`src/rtl/sap_core_param.sv`:
```
// rtl/sap_core_param.sv - parametrised SAP core with program-load port, run control and flags
module sap_core_param #(
  parameter int DATA_W = 8,
  parameter int ADDR_W = 4,
  parameter int OPC_W  = 4
) (
  input  logic              clk,
  input  logic              reset,
  input  logic              prog_we,
  input  logic [ADDR_W-1:0] prog_addr,
  input  logic [DATA_W-1:0] prog_data,
  input  logic              start,
  output logic              busy,
  output logic              halted,
  output logic [DATA_W-1:0] out_data,
  output logic              out_valid,
  output logic [DATA_W-1:0] acc_dbg,
  output logic [ADDR_W-1:0] pc_dbg,
  output logic              zero,
  output logic              carry
);

  localparam int DEPTH = 1 << ADDR_W;

  localparam logic [OPC_W-1:0] OP_LDA = OPC_W'(4'h0);
  localparam logic [OPC_W-1:0] OP_ADD = OPC_W'(4'h1);
  localparam logic [OPC_W-1:0] OP_SUB = OPC_W'(4'h2);
  localparam logic [OPC_W-1:0] OP_STA = OPC_W'(4'h3);
  localparam logic [OPC_W-1:0] OP_LDI = OPC_W'(4'h4);
  localparam logic [OPC_W-1:0] OP_JMP = OPC_W'(4'h5);
  localparam logic [OPC_W-1:0] OP_JC  = OPC_W'(4'h6);
  localparam logic [OPC_W-1:0] OP_JZ  = OPC_W'(4'h7);
  localparam logic [OPC_W-1:0] OP_OUT = OPC_W'(4'hE);
  localparam logic [OPC_W-1:0] OP_HLT = OPC_W'(4'hF);

  typedef enum logic [2:0] {
    S_IDLE, S_FETCH, S_DECODE, S_MEM, S_ALU, S_HALT
  } state_t;

  state_t            state_q, state_d;
  logic [ADDR_W-1:0] pc_q, pc_d, mar_q, mar_d;
  logic [DATA_W-1:0] ir_q, ir_d, b_q, b_d, acc_q, acc_d, out_q, out_d;
  logic              zero_q, zero_d, carry_q, carry_d, out_valid_q, out_valid_d;

  logic [DATA_W-1:0] mem_q [DEPTH];
  logic              mem_we;
  logic [ADDR_W-1:0] mem_waddr;
  logic [DATA_W-1:0] mem_wdata;

  logic [OPC_W-1:0]  opc;
  logic [ADDR_W-1:0] opnd;
  logic [DATA_W-1:0] imm;
  logic [DATA_W:0]   sum_w, diff_w;

  assign opc    = ir_q[OPC_W+ADDR_W-1:ADDR_W];
  assign opnd   = ir_q[ADDR_W-1:0];
  assign imm    = {{(DATA_W-ADDR_W){1'b0}}, opnd};
  assign sum_w  = {1'b0, acc_q} + {1'b0, b_q};
  // Subtract as ACC + ~B + 1 so the carry-out reads as "no borrow".
  assign diff_w = {1'b0, acc_q} + {1'b0, ~b_q} + (DATA_W+1)'(1);

  always_comb begin
    state_d     = state_q;
    pc_d        = pc_q;
    mar_d       = mar_q;
    ir_d        = ir_q;
    b_d         = b_q;
    acc_d       = acc_q;
    out_d       = out_q;
    zero_d      = zero_q;
    carry_d     = carry_q;
    out_valid_d = 1'b0;
    mem_we      = 1'b0;
    mem_waddr   = prog_addr;
    mem_wdata   = prog_data;
    case (state_q)
      S_IDLE, S_HALT: begin
        mem_we = prog_we;
        if (start) begin
          state_d = S_FETCH;
          pc_d    = '0;
          acc_d   = '0;
          zero_d  = 1'b0;
          carry_d = 1'b0;
        end
      end
      S_FETCH: begin
        ir_d    = mem_q[pc_q];
        pc_d    = pc_q + ADDR_W'(1);
        state_d = S_DECODE;
      end
      S_DECODE: begin
        state_d = S_FETCH;
        case (opc)
          OP_LDA, OP_ADD, OP_SUB, OP_STA: begin
            mar_d   = opnd;
            state_d = S_MEM;
          end
          OP_LDI: begin
            acc_d  = imm;
            zero_d = (imm == '0);
          end
          OP_JMP: pc_d = opnd;
          OP_JC:  if (carry_q) pc_d = opnd;
          OP_JZ:  if (zero_q) pc_d = opnd;
          OP_OUT: begin
            out_d       = acc_q;
            out_valid_d = 1'b1;
          end
          OP_HLT: state_d = S_HALT;
          default: ;
        endcase
      end
      S_MEM: begin
        if (opc == OP_STA) begin
          mem_we    = 1'b1;
          mem_waddr = mar_q;
          mem_wdata = acc_q;
          state_d   = S_FETCH;
        end else begin
          b_d     = mem_q[mar_q];
          state_d = S_ALU;
        end
      end
      S_ALU: begin
        state_d = S_FETCH;
        case (opc)
          OP_ADD: begin
            acc_d   = sum_w[DATA_W-1:0];
            carry_d = sum_w[DATA_W];
            zero_d  = (sum_w[DATA_W-1:0] == '0);
          end
          OP_SUB: begin
            acc_d   = diff_w[DATA_W-1:0];
            carry_d = diff_w[DATA_W];
            zero_d  = (diff_w[DATA_W-1:0] == '0);
          end
          default: begin
            acc_d  = b_q;
            zero_d = (b_q == '0);
          end
        endcase
      end
      default: state_d = S_IDLE;
    endcase
  end

  always_ff @(posedge clk) begin
    if (!reset) begin
      state_q     <= S_IDLE;
      pc_q        <= '0;
      mar_q       <= '0;
      ir_q        <= '0;
      b_q         <= '0;
      acc_q       <= '0;
      out_q       <= '0;
      zero_q      <= 1'b0;
      carry_q     <= 1'b0;
      out_valid_q <= 1'b0;
    end else begin
      state_q     <= state_d;
      pc_q        <= pc_d;
      mar_q       <= mar_d;
      ir_q        <= ir_d;
      b_q         <= b_d;
      acc_q       <= acc_d;
      out_q       <= out_d;
      zero_q      <= zero_d;
      carry_q     <= carry_d;
      out_valid_q <= out_valid_d;
    end
  end

  // RAM survives reset; a write pending on a reset edge is dropped.
  always_ff @(posedge clk) begin
    if (reset && mem_we) begin
      mem_q[mem_waddr] <= mem_wdata;
    end
  end

  assign busy      = (state_q == S_FETCH) || (state_q == S_DECODE) ||
                     (state_q == S_MEM) || (state_q == S_ALU);
  assign halted    = (state_q == S_HALT);
  assign out_data  = out_q;
  assign out_valid = out_valid_q;
  assign acc_dbg   = acc_q;
  assign pc_dbg    = pc_q;
  assign zero      = zero_q;
  assign carry     = carry_q;

endmodule

```
`config.mk`:
```
export PLATFORM = sky130hd
export DESIGN_NAME = sap_core_param
export DESIGN_NICKNAME = d
export VERILOG_FILES = /design/src/rtl/sap_core_param.sv
export SDC_FILE = /design/constraint.sdc
export NUM_CORES = 1
export LEC_CHECK = 0
export CELL_PAD_IN_SITES_DETAIL_PLACEMENT = 1
export CELL_PAD_IN_SITES_GLOBAL_PLACEMENT = 1
export CORE_ASPECT_RATIO = 1.4
export CORE_MARGIN = 2
export CORE_UTILIZATION = 51
export DETAILED_ROUTE_END_ITERATION = 6
export PLACE_DENSITY_LB_ADDON = 0.1
export SYNTH_ARGS = -nofsm -noshare
export SYNTH_HDL_FRONTEND = slang
export SYNTH_SLANG_ARGS = --single-unit
```
`constraint.sdc`:
```
create_clock -name clk -period 3.4 [get_ports clk]
set_input_delay 0.85 -clock clk [delete_from_list [all_inputs] [get_ports clk]]
set_output_delay 0.85 -clock clk [all_outputs]
set_load 0.1 [all_outputs]
```
==> results of run 1 <==
==> cell type report <==
type                            count  area (µm²)
Tap cell                          236         295
Sequential cell                   174        4770
Clock buffer                       17         425
Fill cell                        1676        6950
Clock inverter                     15         173
Timing Repair Buffer               80         676
Inverter                           23        86.3
Multi-Input combinational cell    419        3960
==> cell usage in the layout, fill, tap and decap left out, types with 8 or more instances in the layout <==
master           count
o21ai_0             16
mux2i_1             14
nor2_1              61
nor3_1              14
dfxtp_1             44
inv_1               22
buf_4               62
edfxtp_1           128
xnor2_1              8
ha_1                18
nand2_1             48
clkdlybuf4s50_1     15
clkbuf_16           17
mux4_2              80
a31oi_1             10
a21oi_1             39
==> synth_stat cells (all sizes together) (3+ instances only) <==
master,number
mux2,6
buf,18
and2,5
o21ai,17
inv,22
nand3b,3
a31oi,10
nand2,49
nor3,16
ha,18
and3,3
xor2,3
nor2b,3
a211oi,3
edfxtp,128
xnor2,8
mux2i,15
dfxtp,46
or2,5
nor3b,4
nor4,6
a21o,4
a21oi,39
clkbuf,25
o21bai,6
nand2b,6
mux4,80
nand3,7
or3,4
o31ai,4
nor2,61
==> metal layers <==
| metal | track usage | wire length (µm) | up-vias |
|---|---|---|---|
| met5 | 0 | 0 | - |
| met4 | 0.141 | 1210 | 0 |
| met3 | 0.0424 | 1050 | 78 |
| met2 | 0.521 | 14100 | 222 |
| met1 | 0.343 | 9370 | 3144 |
| li1 | - | - | 2680 |
==> worst register-to-register path: stages (launching register included) <==
cell,delay [ns]
dfxtp_1,0.55
nand3b_1,0.21
or3_1,0.67
mux2i_4,0.41
nand3_2,0.17
nor2_1,0.39
buf_4,0.23
==> path summary, 6_finish.rpt <==
path	startpoint	endpoint	slack, ns	depth (start not counted)
setup / recovery	state_q[1]	mem_q[9][4]	0.48	6
hold / removal	ir_q[3]	ir_q[3]	0.50	2
setup reg to reg	state_q[1]	mem_q[9][4]	0.48	6
hold reg to reg	ir_q[3]	ir_q[3]	0.50	2
==> metrics by stage <==
| stage | cell area [µm²] | hold slack [ns] | total power [mW] |
|---|---|---|---|
| floorplan | 9000 | 0.458 | 2.90 |
| global placement | 9790 | 0.477 | 3.12 |
| detailed placement | 9790 | 0.488 | 3.14 |
| CTS | 10400 | 0.499 | 5.11 |
| global route | 10400 | 0.530 | 5.23 |
| finish | 10400 | 0.503 | 5.07 |
==> power groups by stage <==
stage	Combinational [mW]	Clock [mW]	Sequential [mW]
4_1_cts	0.754	2.01	2.34
6_report	0.753	1.98	2.34
3_5_place_dp	0.751	0	2.39
3_3_place_gp	0.734	0	2.39
5_1_grt	0.802	2.08	2.35
2_1_floorplan	0.448	0	2.45
==> cell families after synthesis <==
family	Yosys count	share of synthesized area
AND/OR/NAND/NOR	179	0.0959
flip-flops	174	0.529
AO/OA/AOI/OAI	107	0.0766
multiplexers	101	0.226
buffers and inverters	66	0.0314
adder cells (fa/ha/maj)	21	0.0306
XOR/XNOR	11	0.0107
==> registers in the layout, summed over array words and instances (netlist names) <==
name and flops:
b_q 8, pc_dbg 4, mem_q 128, state_q 3
zero 1, acc_dbg 8, ir_q 8, carry 1
out_valid 1, mar_q 4, out_data 8
==> results.cfg, run 1 <==
[clock_tree]
clk_pin_slew_ns = 0.08
h-tree-depth = 4
ctsLongestPathBuffers = 2
postCtsHoldBufs = 0
root_buffer = clkbuf_16
worstSkewPairLatency_ns = 0.44
cts_buffers = 17
cts_resized = 0
cts_tree = built
cts.sinks = 174
cts_setup_buffers = 0

[setup_path]
crit_buf_inv = 1
cp.required_ns = 3.55
crit_chain = nand3b_1 -> or3_1 -> mux2i_4 -> nand3_2 -> nor2_1 -> buf_4
cp_top_family = simple AND/OR/NAND/NOR gates
cp.arrival_ns = 3.07
slowest_stage = or3_1
worst_path_largest_cell_delay_ns = 0.67
path_class = flop to flop
cp-end-kind = flop
critPathLaunchType = flop
cp_max_fo = 12

[route]
dr.pass1.iters = 5
wl_per_cell_um = 26.7
dr_total_vias = 6124
viasPerCell = 6.35
drtIter0Drc = 605
drc = 0
ant_nets = 0
finalWirelength_um = 25800

[synth]
async_flop_share = 0
synth_warnings = 0
synth-seq-cells = 174
yosysSeqAreaShare = 0.529
synthesis.nets = 695
netlist_area_um2 = 9000
netlist.area_leader.share = 0.427
synth_edf_count = 128
syn_area_per_cell_um2 = 13.7
synth-main-ff-cell = edfxtp_1
synth_cell_types = 67
synthCells = 659
synth.area.top_cells = edfxtp_1 43%, mux4_2 20%, dfxtp_1 10%
yosys.area.top_type = edfxtp_1

[power_and_ir_drop]
p_per_area_nw_per_um2 = 489
p_leak_nw = 3.47
combPwrFrac = 0.148
p_sw_mw = 1.43
vdd_drop_max_mv = 0.363
pwr-share-clk = 0.390
intPower_mw = 3.64
p_sw_frac = 0.283
p_seq_frac = 0.462

[timing]
rsz0062_at_grt = false
finalHoldViolCount = 0
fin_setup_tns_ns = 0
setup_slack_ns = 0.476
tightest_slew_ns = 1.09
layout_min_cycle_time_ns = 2.92
setup_viol = 0
clock_skew_ns = 0.0131
fmax_ghz = 0.342
maxSlewViolCount = 0
post-route-period-util = 0.860
slew_headroom = 0.270

[placed_design]
placed_cells = 932
io_buffers = 40
gp_congestion = 0.914
dp_slack_ns = 0.548
dp.final_hpwl_um = 19000

[grt]
grt_max_degree = 38
grt_pass1_wl_um = 39700
grt_pass1_vias = 6615
antenna_found_initial = 0
gr-total-overflow = 0
grtUsageTotal = 0.293

[floorplanning]
die_width_um = 116
die_h_um = 161
core_area_um2 = 17300
start_util = 0.520
io_pins = 41
row_count = 57
dieArea_um2 = 18700

[layout]
syn2layout_area_growth_pct = 15.3
stdcell_count = 964
fin_util = 0.599
antennaDiodeCount = 0
drive_above_1_share = 0.272
layout.nets = 751

[worst_hold_path]
hold_path.class = flop to flop

[run_status]
status = finished, final reports clean

[job]
maxCapViolations = 0
(Power assumes the default switching activity.)
==> inputs of run 2 (changes only) <==
CORE_ASPECT_RATIO = 0.6   (was 1.4)
SLEW_MARGIN = 20   (was default)
==> results.cfg, run 2 (synthesis gave the netlist of run 1 again) <==
[clock_tree]
cts_tree = built
ctsLongestPathBuffers = 2
cts_resized = 0
clk_pin_slew_ns = 0.07
cts_setup_buffers = 0
postCtsHoldBufs = 0
h-tree-depth = 4
worstSkewPairLatency_ns = 0.44
cts.sinks = 174
cts_buffers = 17
root_buffer = clkbuf_16

[layout]
drive_above_1_share = 0.271
antennaDiodeCount = 0
seq_area_um2 = 4770
final_cell_mix = 128 x edfxtp_1, 80 x mux4_2, 64 x buf_4, 61 x nor2_1, 48 x nand2_1
n_fill_cell = 1686
regMostFlops = mem_q
final_common_cell = edfxtp_1
multi_input_area_um2 = 3960
syn2layout_area_growth_pct = 15.6
layout.nets = 753
stdcell_count = 964
largest_reg_flops = 128

[route]
viasPerCell = 6.58
dr_total_vias = 6344
ant_nets = 0
wl_per_cell_um = 28.9
finalWirelength_um = 27900
drtIter0Drc = 984
drc = 0
dr.pass1.iters = 5

[power_and_ir_drop]
vdd_drop_max_mv = 0.325
p_leak_nw = 3.49
p_per_area_nw_per_um2 = 494
p_total_mw = 5.14

[setup_path]
cp.required_ns = 3.68
cp_top_family = compound AO/OA/AOI/OAI gates
cp.arrival_ns = 3.32
critPathLaunchType = flop
crit_chain = inv_1 -> ha_1 -> a21oi_1 -> o31ai_1 -> a21oi_1 -> or3b_2 -> o31ai_1
slowest_stage = o31ai_1
worst_path_largest_cell_delay_ns = 0.60
cp_max_fo = 6
path_class = flop to flop
rrSetupSlack_ns = 0.36
crit_buf_inv = 1
cp-end-kind = flop

[grt]
grt_max_degree = 36
grt_pass1_wl_um = 41900
grt_pass1_vias = 6514
grtUsageTotal = 0.315
gr-total-overflow = 0
antenna_found_initial = 0

[floorplanning]
die_h_um = 107
io_pins = 41
dieArea_um2 = 18800
core_area_um2 = 17200
row_count = 37
die_width_um = 176
start_util = 0.523

[placed_design]
dp.final_hpwl_um = 20100
gp_congestion = 0.992
placed_cells = 932
io_buffers = 40

[run_status]
status = finished, final reports clean

[timing]
finalHoldViolCount = 0
layout_min_cycle_time_ns = 3.04
slew_headroom = 0.353
fmax_ghz = 0.329
tightest_slew_ns = 0.962
clock_skew_ns = 0.0129
maxSlewViolCount = 0
rsz0062_at_grt = false
post-route-period-util = 0.895
fin_setup_tns_ns = 0
setup_viol = 0

[worst_hold_path]
hold_path.class = flop to flop

[job]
maxCapViolations = 0
==> run 2: cell types whose count changed in the layout (fill, tap and decap cells not counted), sizes merged <==
cell and delta:
clkinv -3, inv -5, buf +2, clkinvlp -1, clkbuf +10, bufinv -1
==> run 2: area by class of cell <==
class | instances | share of cell area
sequential | 174 | 0.458
multi-input combinational | 419 | 0.380
timing repair buffer | 82 | 0.0663
clock buffer | 27 | 0.0554
tap | 234 | 0.0281
inverter | 23 | 0.00829
clock inverter | 5 | 0.00360
==> run 2: final timing paths <==
path,startpoint,to,cells after the start
setup / recovery,b_q[2],zero,7
hold / removal,out_data[4],out_data[4],2
setup reg to reg,b_q[2],zero,7
hold reg to reg,out_data[4],out_data[4],2
==> run 2: power breakdown <==
| group | internal, mW | switching [mW] | leakage, nW |
|---|---|---|---|
| Clock | 1.17 | 0.836 | 0.306 |
| Combinational | 0.281 | 0.498 | 1.66 |
| Sequential | 2.31 | 0.0422 | 1.53 |
| Total | 3.76 | 1.38 | 3.49 |
==> run 2: stage by stage <==
step	worst slack, ns	hold slack (ns)	instance area (µm²)	utilization
floorplan	0.212	0.458	9000	-
global placement	0.532	0.476	9800	0.569
detailed placement	0.461	0.486	9800	0.569
CTS	0.497	0.506	10400	0.605
global route	0.304	0.538	10400	0.605
finish	0.358	0.501	10400	0.605
==> run 2: metal layers <==
layer / part of all wire / vias up / track usage
met5: 0 / - / 0
li1: - / 2690 / -
met4: 0.020 / 0 / 0.0862
met3: 0.12 / 43 / 0.121
met1: 0.44 / 3260 / 0.466
met2: 0.41 / 351 / 0.435
==> run 2: worst register-to-register path: cells and delay by family, from the launching register on <==
kind / cells / cell delay (ns)
adder cells (fa/ha/maj): 1 / 0.44
AND/OR/NAND/NOR: 1 / 0.50
buffers and inverters: 1 / 0.14
AO/OA/AOI/OAI: 4 / 1.34
flip-flops: 1 / 0.47
